File: config.mk
export PLATFORM = sky130hd
export DESIGN_NAME = vga_timing
export DESIGN_NICKNAME = d
export VERILOG_FILES = /design/src/rtl/vga_timing.sv
export SDC_FILE = /design/constraint.sdc
export NUM_CORES = 1
export LEC_CHECK = 0
export ABC_AREA = 1
export CELL_PAD_IN_SITES_DETAIL_PLACEMENT = 0
export CELL_PAD_IN_SITES_GLOBAL_PLACEMENT = 1
export CORE_ASPECT_RATIO = 1.2
export CORE_MARGIN = 10
export CORE_UTILIZATION = 38
export CTS_CLUSTER_SIZE = 8
export DETAILED_ROUTE_END_ITERATION = 16
export MAX_ROUTING_LAYER = met4
export PLACE_DENSITY_LB_ADDON = 0.1
export SYNTH_ARGS = -nofsm -noshare
export SYNTH_HDL_FRONTEND = slang
export SYNTH_SLANG_ARGS = --single-unit
File: constraint.sdc
create_clock -name clk -period 2.01 [get_ports clk]
set_clock_uncertainty 0.05 [all_clocks]
set_input_delay 0.402 -clock clk [delete_from_list [all_inputs] [get_ports clk]]
set_output_delay 0.402 -clock clk [all_outputs]
set_load 0.02 [all_outputs]
File: src/rtl/vga_timing.sv
// vga_timing: VGA raster timing generator advancing one pixel per enabled clock.
// Ports: clk, reset (async, active-low), en (pixel tick);
//        x/y counters, hsync/vsync, active video, line_start/frame_start pulses.
// Macro VGA_TIMING_FRAME_COUNT_EN adds frame_cnt[7:0], which steps with each frame_start.
module vga_timing #(
  parameter int   H_ACTIVE = 640,
  parameter int   H_FP     = 16,
  parameter int   H_SYNC   = 96,
  parameter int   H_BP     = 48,
  parameter int   V_ACTIVE = 480,
  parameter int   V_FP     = 10,
  parameter int   V_SYNC   = 2,
  parameter int   V_BP     = 33,
  parameter logic SYNC_POL = 1'b0,
  parameter int   CW       = 10
) (
  input  logic          clk,
  input  logic          reset,
  input  logic          en,
  output logic [CW-1:0] x,
  output logic [CW-1:0] y,
  output logic          hsync,
  output logic          vsync,
  output logic          active,
  output logic          line_start,
  output logic          frame_start
`ifdef VGA_TIMING_FRAME_COUNT_EN
  ,
  output logic [7:0]    frame_cnt
`endif
);
  localparam int H_TOTAL = H_ACTIVE + H_FP + H_SYNC + H_BP;
  localparam int V_TOTAL = V_ACTIVE + V_FP + V_SYNC + V_BP;
  localparam logic [CW-1:0] H_LAST = CW'(H_TOTAL - 1);
  localparam logic [CW-1:0] V_LAST = CW'(V_TOTAL - 1);
  localparam logic [CW-1:0] H_ACT  = CW'(H_ACTIVE);
  localparam logic [CW-1:0] V_ACT  = CW'(V_ACTIVE);
  localparam logic [CW-1:0] HS_BEG = CW'(H_ACTIVE + H_FP);
  localparam logic [CW-1:0] HS_END = CW'(H_ACTIVE + H_FP + H_SYNC);
  localparam logic [CW-1:0] VS_BEG = CW'(V_ACTIVE + V_FP);
  localparam logic [CW-1:0] VS_END = CW'(V_ACTIVE + V_FP + V_SYNC);
  logic [CW-1:0] x_q, x_d, y_q, y_d;
  logic          x_wrap, y_wrap;
  logic          hsync_q, vsync_q, active_q, line_start_q, frame_start_q;
  always_comb begin
    x_wrap = x_q == H_LAST;
    y_wrap = y_q == V_LAST;
    x_d    = x_wrap ? '0 : x_q + CW'(1);
    y_d    = x_wrap ? (y_wrap ? '0 : y_q + CW'(1)) : y_q;
  end
  // sync/active are derived from the next counter values so they line up with x/y
  always_ff @(posedge clk or negedge reset) begin
    if (!reset) begin
      x_q           <= '0;
      y_q           <= '0;
      hsync_q       <= ~SYNC_POL;
      vsync_q       <= ~SYNC_POL;
      active_q      <= 1'b1;
      line_start_q  <= 1'b0;
      frame_start_q <= 1'b0;
    end else begin
      line_start_q  <= en & x_wrap;
      frame_start_q <= en & x_wrap & y_wrap;
      if (en) begin
        x_q      <= x_d;
        y_q      <= y_d;
        hsync_q  <= (x_d >= HS_BEG && x_d < HS_END) ? SYNC_POL : ~SYNC_POL;
        vsync_q  <= (y_d >= VS_BEG && y_d < VS_END) ? SYNC_POL : ~SYNC_POL;
        active_q <= x_d < H_ACT && y_d < V_ACT;
      end
    end
  end
`ifdef VGA_TIMING_FRAME_COUNT_EN
  logic [7:0] frame_cnt_q;
  always_ff @(posedge clk or negedge reset) begin
    if (!reset) frame_cnt_q <= '0;
    else if (en & x_wrap & y_wrap) frame_cnt_q <= frame_cnt_q + 8'd1;
  end
  assign frame_cnt = frame_cnt_q;
`endif
  assign x           = x_q;
  assign y           = y_q;
  assign hsync       = hsync_q;
  assign vsync       = vsync_q;
  assign active      = active_q;
  assign line_start  = line_start_q;
  assign frame_start = frame_start_q;
endmodule

==> run metrics, run 1 <==
PortBufs=27; min Tclk post-route=1.88 ns; cell area after synthesis=0.00170 sq mm; Worst R2R Start=x[0]; unrepaired setup endpoints after global routing=false; Yosys reg bits=25; R2R Path End=vsync; TNS Setup=0 ns; WL per Instance=13.5 um; clk slew on worst S/H paths=0.09 ns; Die H=93.3 um; worst slack, placed=0.226 ns; DP Wirelength=3410 um; switching share of total power=42.2%; clock share of power=15.8%; Setup violations, final=0; CP Max Fanout=7; layout cells sized above 1=12.9%; Final WS setup=0.134 ns; First-pass DRT Iterations=5; Synth Area per Inst=7.12 sq um; Final Hold Viols=0; Finished Core Util=49.0%; sequential area share after synthesis=37.0%; Initial Utilization=39.6%; Combinational Power Share=44.0%; Reg2Reg Depth=10; WP depth=1; leakage power=1.03 nW; Max Buffers Root-to-Sink=2; post-synth net total=246; total CTS buffers=3; status=completed; hold depth=2; Clock Sink Count=25; CP max stage delay=0.66 ns; Worst Max-Slew Pin Slew=0.341 ns; cell row count=26; via-per-instance ratio=4.78; first-pass GRT wire length=7560 um; Pint=1.11 mW; largest net degree at the start of global routing=26; nets=279; crit path launch type=flip-flop; GPL Wtd Cong=0.870; Hold Crit Start=active; MaxCap Viol Count=0; total power density per cell area=914 mW/mm^2; vias in the first global route=1594; Syn. warnings=0; Post-Syn Instances=239; net load switching power=0.812 mW; Seq pwr share=40.1%; cells along the critical path=clkdlybuf4s50_1; FMAX=533 MHz; Top delay family on crit path=buffers and inverters; core area=0.00429 sq mm; CP required=1.56 ns; Fillers=464; Yosys cell types=34; Finished Layout Cells=327; Antenna diodes=0; Final ANT Viol Nets=0; WL final=4420 um; DIE WIDTH=81.1 um; Slew Limit Headroom=77.2%; Hold Path End=active; global-route usage over all layers=12.9%; flop-to-flop setup slack=0.23 ns; number of DRC markers in iteration 0=117; Buf/Inv on CP=1; crit end category=output pin; Die Area=0.00757 sq mm; Synth-to-Final Area Change=23.8%; CTS H-tree depth=1; Slew Viols, Final=0; Max VDD drop=0.619 mV; Worst EP arrival=1.42 ns; clock latency on the worst-skew pair=0.27 ns; CTS root buf=clkbuf_8; Final period util=93.3%; vias=1563; CTS tree=built; WS Path Type=flip-flop to output pin; cell count after placement=323; drt drc=0; Ports=28; post-CTS setup buffers=0; Crit-path slowest cell=clkdlybuf4s50_1; total power=1.92 mW; HP Class=flip-flop to flip-flop; initial antenna violation count=0; global route overflow=0
==> layout make-up <==
class	count	area (sq um)	share of cell area, %
Clock buffer	4	45.0	2.14
Inverter	31	116	5.53
Multi-Input combinational cell	178	928	44.1
Sequential cell	25	631	29.9
Tap cell	56	70.1	3.33
Timing Repair Buffer	33	315	15.0
==> synth_stat cells, drive strengths merged <==
master  instances  area share (%)
a31o            1            0.51
o21ai          17             5.2
nor3            3             1.5
or2             1            0.37
dfrtp          22              32
inv            31             6.8
ha              4             2.9
clkbuf          2            0.44
nand3          21             7.8
a21oi           3             1.1
o211ai          1            0.74
xnor2           1            0.51
nand4           5             1.8
xor2            1            0.51
buf             3             1.2
nand2          84              20
dfstp           3             4.6
o21a            2            0.88
o21bai          2            0.88
nor2           32             9.7
==> power groups by stage <==
stage / Sequential, mW / Clock, mW / Combinational (mW)
finish: 0.772 / 0.305 / 0.847
CTS: 0.774 / 0.316 / 0.863
global route: 0.796 / 0.339 / 0.937
detailed placement: 0.783 / 0 / 0.858
global placement: 0.785 / 0 / 0.864
floorplan: 0.884 / 0 / 0.393
==> per-layer routing <==
metal	vias up	wire length, um	GRT usage [%]
li1	817	-	-
met3	7	163	1.92
met2	30	2250	21.9
met4	0	71	4.62
met1	709	1940	14.9
met5	-	0	-
==> worst min-delay path, cell delays in order, from the launching register on <==
cell	delay, ns
dfstp_2	0.38
nand2_1	0.05
nand2_1	0.05
==> cell families after synthesis <==
kind of cell / synth area share (%)
AO/OA/AOI/OAI: 9.34
flip-flops: 37.0
AND/OR/NAND/NOR: 41.3
adder cells (fa/ha/maj): 2.94
XOR/XNOR: 1.03
buffers and inverters: 8.46
==> what timing repair did <==
item / 4_1_cts / 5_1_grt
gates resized for setup: 0 / 1
hold buffers: 0 / 0
endpoints found under the setup margin: 0 / 1
==> how the worst max path moves through the flow <==
stage / start / endpoint / slack [ns]
after floorplan: x[1] / hsync / 0.21
after global placement: y[0] / vsync / 0.18
after detailed placement: y[0] / vsync / 0.23
after CTS: vsync / vsync / 0.11
after global routing: y[0] / vsync / 0.02
final: y[4] / y[4] / 0.13
==> sequential cells by signal (all words and copies together) (netlist names) <==
name         flops
active           1
line_start       1
frame_start      1
vsync            1
hsync            1
x               10
y               10
==> placed cells by master (no fill, tap or decap), types with 3 or more instances in the layout <==
cell	instances
nor2_1	27
inv_1	30
ha_1	4
nand2_1	78
buf_4	6
clkdlybuf4s50_1	27
clkbuf_8	3
nand3_1	17
nand2_2	4
nand3_2	3
dfrtp_1	21
dfstp_2	3
o21ai_0	15
nand4_1	5
==> stage by stage <==
step                      hold WS [ns]  instance area (sq um)
after global placement           0.412                   2060
after floorplan                 0.0564                   1700
after detailed placement         0.418                   2060
final                            0.426                   2110
after global routing             0.458                   2110
after CTS                        0.434                   2100
No activity file was read; power rests on OpenSTA's default activity.
==> run 2, diff against run 1 <==
Settings changed: CELL_PAD_IN_SITES_DETAIL_PLACEMENT 0 to default, CELL_PAD_IN_SITES_GLOBAL_PLACEMENT 1 to default, CORE_UTILIZATION 38 to 50, PLACE_DENSITY from default to 0.76, PLACE_DENSITY_LB_ADDON 0.1 to default.
==> run 2 against run 1 <==
Compared with the run above:
- power fell by 0.38%
- register-to-register slack lost 0.03 ns
- first-iteration DRC count fell by 15%
- flip-flop and latch count stayed put
- sequential share of layout area increased by 0.20 points
- combinational power fell by 2%
- routed wire length shrank 7.4%
- final cell count decreased by 5.5%
- die area down 19%
- worst hold slack improved by 0.0019 ns
- sequential power is 1% higher
- fmax decreased by 0.95%
- critical endpoint is now x[7]
- largest power group unchanged
==> run metrics, run 2 (same netlist as run 1, synthesis figures left out) <==
layout cells sized above 1=13.2%; Worst Max-Slew Pin Slew=0.349 ns; commonest cells after routing, fill and taps aside=nand2_1, inv_1, nor2_1, clkdlybuf4s50_1, dfrtp_1; CTS H-tree depth=1; crit path launch type=flip-flop; Final Hold Viols=0; Antenna diodes=0; Finished Layout Cells=309; largest net degree at the start of global routing=26; vias in the first global route=1616; Crit-path slowest cell=clkdlybuf4s50_1; CTS tree=built; nets=280; worst slack, placed=0.107 ns; via-per-instance ratio=5.23; number of DRC markers in iteration 0=100; footprint of the multi-input gates=938 sq um; CP Max Fanout=6; Fillers=306; DIE WIDTH=73.3 um; core area=0.00331 sq mm; Seq. cell area=631 sq um; unrepaired setup endpoints after global routing=false; First-pass DRT Iterations=4; GPL Wtd Cong=0.903; cells along the critical path=clkdlybuf4s50_1; CP max stage delay=0.67 ns; leakage power=1.03 nW; total power density per cell area=916 mW/mm^2; Synth-to-Final Area Change=22.9%; Ports=28; first-pass GRT wire length=7340 um; CP required=1.56 ns; Slew Viols, Final=0; Buf/Inv on CP=1; Initial Utilization=51.4%; Finished Core Util=63.2%; clk slew on worst S/H paths=0.09 ns; Final ANT Viol Nets=0; crit end category=output pin; cell count after placement=303; Slew Limit Headroom=76.7%; Top delay family on crit path=buffers and inverters; total CTS buffers=3; WS Path Type=flip-flop to output pin; post-cts hold buffer count=0; Die H=83.9 um; Final WS setup=0.116 ns; WL per Instance=13.2 um; cell row count=23; MaxCap Viol Count=0; drt drc=0; Clock Sink Count=25; DP Wirelength=3090 um; Max VDD drop=0.787 mV; Setup violations, final=0; initial antenna violation count=0; min Tclk post-route=1.89 ns; status=completed; TNS Setup=0 ns; PortBufs=27; FMAX=528 MHz; commonest non-fill, non-tap cell in the layout=nand2_1; global-route usage over all layers=14.7%; clock latency on the worst-skew pair=0.27 ns; Final period util=94.2%; vias=1616; Die Area=0.00615 sq mm; Worst EP arrival=1.44 ns; WL final=4090 um; HP Class=input port to async pin; global route overflow=0; CTS root buf=clkbuf_8; Max Buffers Root-to-Sink=2
## run 2: what timing repair did
| action | in CTS | in global routing |
|---|---|---|
| buffers inserted | 0 | 1 |
| resized for setup | 0 | 1 |
| endpoints found under the setup margin | 0 | 2 |
## run 2: layout make-up
type,instances,area share (%)
multi-input combinational,179,44.9
clock buffer,4,2.15
sequential,25,30.1
timing repair buffer,33,15.1
inverter,31,5.56
tap,37,2.21
## run 2: path summary, 6_finish.rpt
path	from	endpoint	slack, ns	cells past startpoint
setup / recovery	x[7]	x[7]	0.12	1
hold / removal	reset	frame_start	0.43	2
setup reg to reg	x[1]	active	0.20	10
hold reg to reg	active	active	0.43	2
max in group asynchronous	reset	vsync	1.18	2
min in group clk	active	active	0.43	2
## run 2: routing by layer
layer,up-vias,wire length [um],track usage (%)
met5,-,0,-
met4,0,70,4.50
met3,7,203,2.62
met2,34,2070,24.9
met1,753,1750,16.9
li1,822,-,-
## run 2: power by group
part,internal (mW),switching (mW)
clock,0.142,0.163
sequential,0.607,0.174
combinational,0.356,0.475
total,1.11,0.811
## run 2: through the flow
| step | power [mW] | hold WS, ns | cell area, sq um |
|---|---|---|---|
| 2_1_floorplan | 1.28 | 0.0564 | 1700 |
| 3_3_place_gp | 1.61 | 0.410 | 2030 |
| 3_5_place_dp | 1.62 | 0.413 | 2030 |
| 4_1_cts | 1.92 | 0.432 | 2070 |
| 5_1_grt | 2.07 | 0.464 | 2090 |
| 6_report | 1.92 | 0.428 | 2090 |
